File: config.mk
export PLATFORM = sky130hd
export DESIGN_NAME = rtc_bus_responder
export DESIGN_NICKNAME = d
export VERILOG_FILES = /design/src/rtl/rtc_bus_responder.sv
export SDC_FILE = /design/constraint.sdc
export NUM_CORES = 1
export LEC_CHECK = 0
export ABC_AREA = 1
export BUFFER_PORTS_ARGS = -buffer_cell sky130_fd_sc_hd__buf_4
export CORE_UTILIZATION = 40
export DETAILED_ROUTE_END_ITERATION = 8
export PLACE_DENSITY = 0.55
export SLEW_MARGIN = 10
export SYNTH_ARGS = -nofsm -noshare
export SYNTH_HDL_FRONTEND = slang
export SYNTH_SLANG_ARGS = --single-unit
File: constraint.sdc
create_clock -name clk -period 3.6 [get_ports clk]
set_clock_uncertainty 0.1 [all_clocks]
set_input_delay 0.72 -clock clk [delete_from_list [all_inputs] [get_ports clk]]
set_output_delay 0.72 -clock clk [all_outputs]
set_load 0.05 [all_outputs]
File: src/rtl/rtc_bus_responder.sv
// rtc_bus_responder: RTC-chip stand-in on the date/time register bus.
// Decodes chip-select / RD / WR cycles against a BCD time/date register
// bank, returns read data or commits validated write data, and advances
// sec/min/hour on a 1 s tick.
// Ports:
//   clk, reset         clock, asynchronous active-high reset
//   dir_in[7:0]        register address (latched on camb_fecha rise)
//   camb_fecha         chip select, bus cycle active while high
//   RD, WR             read / write strobes, active high
//   data_in[7:0]       BCD write data
//   tick_1s            one-cycle pulse, advance time by one second
//   data_out[7:0]      read data, held until the next read
//   rd_valid           one-cycle pulse, data_out updated
//   wr_done            one-cycle pulse, write committed
//   err                one-cycle pulse, unmapped address or bad BCD value
module rtc_bus_responder #(
   parameter logic [7:0] ADDR_SEC   = 8'd0,
   parameter logic [7:0] ADDR_MIN   = 8'd1,
   parameter logic [7:0] ADDR_HOUR  = 8'd2,
   parameter logic [7:0] ADDR_DAY   = 8'd8,
   parameter logic [7:0] ADDR_MONTH = 8'd9,
   parameter logic [7:0] ADDR_YEAR  = 8'd10
) (
   input  logic       clk,
   input  logic       reset,
   input  logic [7:0] dir_in,
   input  logic       camb_fecha,
   input  logic       RD,
   input  logic       WR,
   input  logic [7:0] data_in,
   input  logic       tick_1s,
   output logic [7:0] data_out,
   output logic       rd_valid,
   output logic       wr_done,
   output logic       err
);

   localparam int unsigned DW = 8;

   typedef enum logic [1:0] {IDLE, SEL, RDH, WRH} state_t;

   state_t        state, state_n;
   logic [DW-1:0] addr_q, addr_n;
   logic [DW-1:0] wr_buf, wr_buf_n;
   logic          rd_first, rd_first_n;
   logic          camb_q, rd_q, wr_q;
   logic          tick_pend, tick_pend_n;
   logic [DW-1:0] sec, min, hour, day, month, year;
   logic [DW-1:0] sec_n, min_n, hour_n, day_n, month_n, year_n;
   logic [DW-1:0] data_out_n;
   logic          rd_valid_n, wr_done_n, err_n;

   logic [DW-1:0] rd_mux_c, lo_c, hi_c;
   logic          mapped_c, wr_ok_c, commit_c, apply_tick_c;
   logic          camb_rise, camb_fall, rd_rise, rd_fall, wr_rise, wr_fall;

   // BCD +1 without wrap; callers handle the wrap point
   function automatic logic [DW-1:0] bcd_inc(input logic [DW-1:0] v);
      if (v[3:0] == 4'd9) return {4'(v[7:4] + 4'd1), 4'd0};
      else                return {v[7:4], 4'(v[3:0] + 4'd1)};
   endfunction

   assign camb_rise = camb_fecha & ~camb_q;
   assign camb_fall = ~camb_fecha & camb_q;
   assign rd_rise   = RD & ~rd_q & camb_fecha;
   assign rd_fall   = ~RD & rd_q;
   assign wr_rise   = WR & ~wr_q & camb_fecha;
   assign wr_fall   = ~WR & wr_q;

   // Address decode: read mux plus legal BCD range for the latched address
   always_comb begin
      rd_mux_c = '0;
      lo_c     = '0;
      hi_c     = '0;
      mapped_c = 1'b1;
      if (addr_q == ADDR_SEC) begin
         rd_mux_c = sec;   hi_c = 8'h59;
      end else if (addr_q == ADDR_MIN) begin
         rd_mux_c = min;   hi_c = 8'h59;
      end else if (addr_q == ADDR_HOUR) begin
         rd_mux_c = hour;  hi_c = 8'h23;
      end else if (addr_q == ADDR_DAY) begin
         rd_mux_c = day;   lo_c = 8'h01; hi_c = 8'h31;
      end else if (addr_q == ADDR_MONTH) begin
         rd_mux_c = month; lo_c = 8'h01; hi_c = 8'h12;
      end else if (addr_q == ADDR_YEAR) begin
         rd_mux_c = year;  hi_c = 8'h99;
      end else begin
         mapped_c = 1'b0;
      end
   end

   // Nibble check first, so a plain numeric compare is a valid BCD compare
   assign wr_ok_c = mapped_c && (wr_buf[3:0] <= 4'd9) && (wr_buf[7:4] <= 4'd9)
                    && (wr_buf >= lo_c) && (wr_buf <= hi_c);

   // Next-state, outputs, register bank and tick handling
   always_comb begin
      state_n     = state;
      addr_n      = addr_q;
      wr_buf_n    = wr_buf;
      rd_first_n  = 1'b0;
      data_out_n  = data_out;
      rd_valid_n  = 1'b0;
      wr_done_n   = 1'b0;
      err_n       = 1'b0;
      commit_c    = 1'b0;
      sec_n       = sec;
      min_n       = min;
      hour_n      = hour;
      day_n       = day;
      month_n     = month;
      year_n      = year;

      case (state)
         IDLE: begin
            if (camb_rise) begin
               addr_n  = dir_in;
               state_n = SEL;
            end
         end
         SEL: begin
            if (camb_fall) begin
               state_n = IDLE;
            end else if (rd_rise) begin
               state_n    = RDH;
               rd_first_n = 1'b1;
            end else if (wr_rise) begin
               state_n  = WRH;
               wr_buf_n = data_in;
            end
         end
         RDH: begin
            if (camb_fall) begin
               state_n = IDLE;
            end else begin
               if (rd_first) begin
                  data_out_n = rd_mux_c;
                  rd_valid_n = 1'b1;
                  err_n      = ~mapped_c;
               end
               if (rd_fall) state_n = SEL;
            end
         end
         WRH: begin
            if (WR) wr_buf_n = data_in;
            // A WR fall wins over a same-cycle chip-select fall
            if (wr_fall) begin
               commit_c  = wr_ok_c;
               wr_done_n = wr_ok_c;
               err_n     = ~wr_ok_c;
               state_n   = camb_fall ? IDLE : SEL;
            end else if (camb_fall) begin
               state_n = IDLE;
            end
         end
         default: state_n = IDLE;
      endcase

      // A commit cycle defers any tick by one cycle via tick_pend
      apply_tick_c = (tick_1s | tick_pend) & ~commit_c;
      tick_pend_n  = commit_c ? (tick_pend | tick_1s) : (tick_1s & tick_pend);

      if (apply_tick_c) begin
         if (sec == 8'h59) begin
            sec_n = 8'h00;
            if (min == 8'h59) begin
               min_n  = 8'h00;
               hour_n = (hour == 8'h23) ? 8'h00 : bcd_inc(hour);
            end else begin
               min_n = bcd_inc(min);
            end
         end else begin
            sec_n = bcd_inc(sec);
         end
      end

      if (commit_c) begin
         if      (addr_q == ADDR_SEC)   sec_n   = wr_buf;
         else if (addr_q == ADDR_MIN)   min_n   = wr_buf;
         else if (addr_q == ADDR_HOUR)  hour_n  = wr_buf;
         else if (addr_q == ADDR_DAY)   day_n   = wr_buf;
         else if (addr_q == ADDR_MONTH) month_n = wr_buf;
         else if (addr_q == ADDR_YEAR)  year_n  = wr_buf;
      end
   end

   // State, edge-detect history, register bank and registered outputs
   always_ff @(posedge clk or posedge reset) begin
      if (reset) begin
         state     <= IDLE;
         addr_q    <= '0;
         wr_buf    <= '0;
         rd_first  <= 1'b0;
         camb_q    <= 1'b0;
         rd_q      <= 1'b0;
         wr_q      <= 1'b0;
         tick_pend <= 1'b0;
         sec       <= 8'h00;
         min       <= 8'h00;
         hour      <= 8'h00;
         day       <= 8'h01;
         month     <= 8'h01;
         year      <= 8'h00;
         data_out  <= '0;
         rd_valid  <= 1'b0;
         wr_done   <= 1'b0;
         err       <= 1'b0;
      end else begin
         state     <= state_n;
         addr_q    <= addr_n;
         wr_buf    <= wr_buf_n;
         rd_first  <= rd_first_n;
         camb_q    <= camb_fecha;
         rd_q      <= RD;
         wr_q      <= WR;
         tick_pend <= tick_pend_n;
         sec       <= sec_n;
         min       <= min_n;
         hour      <= hour_n;
         day       <= day_n;
         month     <= month_n;
         year      <= year_n;
         data_out  <= data_out_n;
         rd_valid  <= rd_valid_n;
         wr_done   <= wr_done_n;
         err       <= err_n;
      end
   end

endmodule

# ---- Word-level counts from Yosys, hierarchy flattened
# Cells that the tools add are included.
# W data, S select, Z words.
dict set report classes {
  eq_ne 22
  mux 72
  bitwise 26
  order_cmp 4
  n_reduce_logical 14
  n_addsub 6
}
# cell n
set op_table {}
lappend op_table {{$mux W8} 37}
lappend op_table {{$add A4 B1 Y4 const B} 6}
lappend op_table {{$eq A8 B4 Y1 const B} 3}
lappend op_table {{$mux W1} 24}
lappend op_table {{$eq A8 B7 Y1 const B} 2}
lappend op_table {{$mux W2} 8}
lappend op_table {{$pmux W8 S2} 1}
lappend op_table {{$not A1 Y1} 15}
lappend op_table {{$eq A4 B4 Y1 const B} 3}
lappend op_table {{$and A1 B1 Y1} 10}
lappend op_table {{$ne A2 B2 Y1 const B} 5}
lappend op_table {{$reduce_and A5 Y1} 2}
lappend op_table {{$eq A8 B1 Y1 const B} 1}
lappend op_table {{$eq A8 B2 Y1 const B} 1}
lappend op_table {{$eq A8 B6 Y1 const B} 1}
lappend op_table {{$ge A8 B8 Y1} 1}
lappend op_table {{$le A4 B4 Y1 const B} 2}
lappend op_table {{$le A8 B8 Y1} 1}
lappend op_table {{$logic_not A8 Y1} 1}
lappend op_table {{$pmux W2 S4} 1}
lappend op_table {{$reduce_and A7 Y1} 1}
lappend op_table {{$ne A3 B3 Y1 const B} 2}
lappend op_table {{$reduce_and A6 Y1} 1}
lappend op_table {{$eq A2 B2 Y1 const B} 2}
lappend op_table {{other kinds (10)} 13}
dict set report word_totals {
  inputBits 22
  register_bits 82
  word_cells 162
  out_inout_bits 11
}

# ---- Depth between registers and ports, before layout
dict set report depth {
  depth_word 20
  ltp_mapped 24
  ltp_nobuf 23
}

# ---- Least setup slack after synthesis
# No wires, ideal clock.
dict set report synth_path {
  path_type {reg-to-reg}
  from {register addr_q[4]}
  to {register min[5]}
  setup_ns 0.131
  path_stages_with_launch 21
  n_path_buf 2
  synth_period_minus_slack_ns 2.832
  required_ns 3.369
  path_slack_ns 0.768
  arrival_time_ns 2.601
  cell_sequence {dfrtp_1 inv_2 nand2_2 nor2_8 inv_1 nor4_4 inv_1 nand4_1 inv_1 ha_1 nand2_1 nor2_1 nand2_1 nand2_1 nand2_1 nand3_4 buf_8 buf_4 nand4_1 nand3_1 o21ai_0}
}
dict set report synth_between {
  elab_chain_cells 19
  elab_cells_between_ends 37
  classes_between {order compare (2); eq/ne (5); mux (23); bitwise (2); reduce/logical (5)}
}
# element line
set synth_lines {}
lappend synth_lines {{start: declaration} 43} ;# logic [DW-1:0] addr_q, addr_n;
lappend synth_lines {{start signal: assignment} 211} ;# addr_q <= addr_n;
lappend synth_lines {{parallel branches: the longest is 18 deep, another holds $le A8 B8 Y1} --}
lappend synth_lines {{$mux W8 *} 178} ;# if (commit_c) begin
lappend synth_lines {{net min_n[5]} 49} ;# logic [DW-1:0] sec_n, min_n, hour_n, day_n, month_n, year_n;
lappend synth_lines {{end signal: assignment} 219} ;# min <= min_n;
lappend synth_lines {{end: declaration} 48} ;# logic [DW-1:0] sec, min, hour, day, month, year;
# Mark *: on every way through the listed nets, which the timed path passes.
# A chain may end at the register's enable or synchronous reset.

# ---- Final worst setup path
dict set report layout_path {
  from {register addr_q[5]}
  to {register year[1]}
}
dict set report layout_between {
  elab_chain_cells 14
  elab_cells_between_ends 37
  classes_between {order compare (2); eq/ne (5); mux (19); bitwise (5); reduce/logical (6)}
}
# element line
set layout_lines {}
lappend layout_lines {{parallel branches: the longest is 13 deep, another holds $le A8 B8 Y1} --}
lappend layout_lines {{$reduce_and A7 Y1 (no line) *} --}
lappend layout_lines {{end signal: assignment} 223} ;# year <= year_n;
lappend layout_lines {{end: declaration} 48}
# Mark *: on every way between the ends.

==> metrics.yaml <==
dr.pass1.iters: 5
dieArea_um2: 13040
clock.fmax_mhz: 306.6
layout_commonest_cell: "nand2_1"
initial_core_util_pct: 41.40
ys_warn_count: 0
drive_above_1_share_pct: 17.66
core_area_um2: 12160
cts_sinks: 82
grt_usage_pct: 22.10
most-common-layout-cells: "nand2_1, dfrtp_1, inv_1, nor2_1, nand3_1"
cts.path.max_buffers: 2
cts_made_buffers: 9
period_minus_slack_ns: 3.261
clkLatencyLatePin_ns: 0.35
dp.cells: 837
synth_flop_cell: "dfrtp_1"
status: "complete, no violations"
vdd_drop_max_v: 0.0003230
timing.final.crit_share_pct: 90.59
finalWirelength_mm: 13.42
die_h_um: 114.2
synth_seq_cells: 82
synth_area_um2: 5035
max_slew_margin_pct: 35.52
postCtsSetupRepairBufs: 0
n_antenna_cell: 0
cts.clk_slew.worst_paths_ns: 0.06
drtIter0Drc: 332
hold_viol: 0
die_w_um: 114.2
crit_arrival_ns: 3.39
crit_path_end_kind: "register"
cts_max_level: 3
synth-edff-count: 0
final_cells: 853
area_delta_synth_final_pct: 13.89
cp.required_ns: 3.73
timing.rr.start: "addr_q[5]"
ff2ff_path_depth: 16
start_kind: "register"
hold_buffers: 0
regArea_um2: 2054
grt_start_max_net_pins: 43
postSynthAreaPerCell_um2: 7.806
cp_max_fo: 16
drv_slew: 0
report.final.setup_viol: 0
synth_cell_types: 44
vias_per_cell: 5.123
cts_root_buffer: "clkbuf_16"
overflow: 0
netlist_instances: 645
final_nets: 722
cts_resized: 0
vias: 4370
dp_hpwl_mm: 9.942
r2r_slack_ns: 0.34
syn-num-nets: 687
critPathKind: "register to register"
min_path_type: "input pin to async pin"
ys_async_sr_fraction_pct: 100.0
worstReg2RegEnd: "year[1]"
max-cap-violations: 0
power.total_w: 0.003222
fill_cells: 1194
post-route-util_pct: 47.15
num_io_pins: 33
cts_tree: "built"
multi_input_area_um2: 2535
gp_congestion: 0.8946
synth-seq-area-share_pct: 40.81
leakage_nw: 2.901
tightest_slew_ns: 0.9608
post-route-drc-count: 0
powerDensity_nw_per_um2: 561.9
rows: 40
wl_per_cell_um: 15.73
tns_ns: 0
io_buffers: 32
grt_pass1_vias: 4136
antenna_found_initial: 0
grt_pass1_wl_mm: 21.67
drtAntennaViolNets: 0
rsz0062_at_grt: "no"
==> per-stage QoR <==
| step | worst slack (ns) | instance area [um2] | hold slack (ns) |
|---|---|---|---|
| 6_report | 0.3388 | 5734 | 0.3798 |
| 4_1_cts | 0.3634 | 5734 | 0.3735 |
| 2_1_floorplan | 0.6749 | 5035 | 0.3496 |
| 5_1_grt | 0.1016 | 5734 | 0.3778 |
| 3_3_place_gp | 0.4503 | 5434 | 0.3613 |
| 3_5_place_dp | 0.3819 | 5434 | 0.3646 |
==> final cells by class <==
| cell class | count | area share [%] |
|---|---|---|
| clock buffer | 9 | 3.928 |
| clock inverter | 7 | 1.309 |
| inverter | 84 | 5.608 |
| multi-input combinational | 463 | 44.21 |
| sequential | 82 | 35.83 |
| tap | 168 | 3.666 |
| timing repair buffer | 40 | 5.455 |
==> critical path, stage by stage, from the launching register on <==
cell     delay [ns]
dfrtp_1        0.37
inv_2          0.06
nand2_2        0.08
nor2_8         0.17
nand3_1        0.28
inv_1          0.29
nor2_1         0.11
ha_1           0.30
a21oi_1        0.15
o21a_1         0.12
nand2_1        0.04
nand2_1        0.14
nand3_4        0.22
nor2_2         0.21
nand2_2        0.27
nand2_1        0.16
o21ai_2        0.06
==> where the power goes <==
part | internal, W | leakage (nW) | switching, W
logic | 0.000298 | 1.73 | 0.000669
registers | 0.00109 | 1.02 | 0.000208
clock network | 0.000545 | 0.151 | 0.000411
==> worst max-delay path by stage <==
stage,start,endpoint,slack [ns],cells past startpoint
after detailed placement,addr_q[5],year[5],0.38,16
after global routing,addr_q[0],year[1],0.10,19
after global placement,addr_q[4],year[4],0.45,16
after floorplan,reset,addr_q[0],0.67,1
after CTS,addr_q[5],year[5],0.36,16
final,addr_q[5],year[1],0.34,16
==> synthesized netlist by cell type, types with 3 or more instances <==
library cell	count	area [um2]
clkinv_1	3	11.26
o21ai_2	24	210.2
a31oi_1	5	31.28
a41oi_1	3	26.28
nor2_2	3	18.77
a21oi_1	35	175.2
nand2_1	165	619.3
nor3_1	5	25.02
nand4_1	17	106.4
dfrtp_1	80	2002
o22ai_1	6	37.54
buf_6	6	67.56
ha_1	20	250.2
o21ai_0	27	135.1
buf_2	4	20.02
nand3_1	53	265.3
nor2_4	4	45.04
clkbuf_1	4	15.01
o21ai_1	8	40.04
a22o_1	3	26.28
nand3b_1	3	22.52
inv_1	66	247.7
nand2_2	4	25.02
inv_2	14	52.55
xor2_1	3	26.28
nor2_1	55	206.5
==> sequential cells by signal, indices dropped and copies added (netlist names), 8 cells and up <==
signal and count:
sec 8, addr_q 8, data_out 8, wr_buf 8
year 8, min 8, month 8, day 8
hour 8
==> layer usage <==
layer	track usage (%)	vias to the layer above	wire length, um
met4	10.04	0	391
li1	-	2207	-
met2	33.82	103	6088
met5	0	-	0
met1	30.33	2031	6232
met3	4.182	29	705
==> cell families (layout without fill, tap and decap cells) <==
kind of cell	after synthesis	in the layout	share of synthesized area, %
and+or+nand+nor	322	322	30.04
AOI/OAI and AO/OA	118	118	14.81
buffers and inverters	100	140	8.847
DFF	82	82	40.81
adders and majority gates	20	20	4.970
xor gates and xnor gates	3	3	0.5220
(Power assumes the default switching activity.)
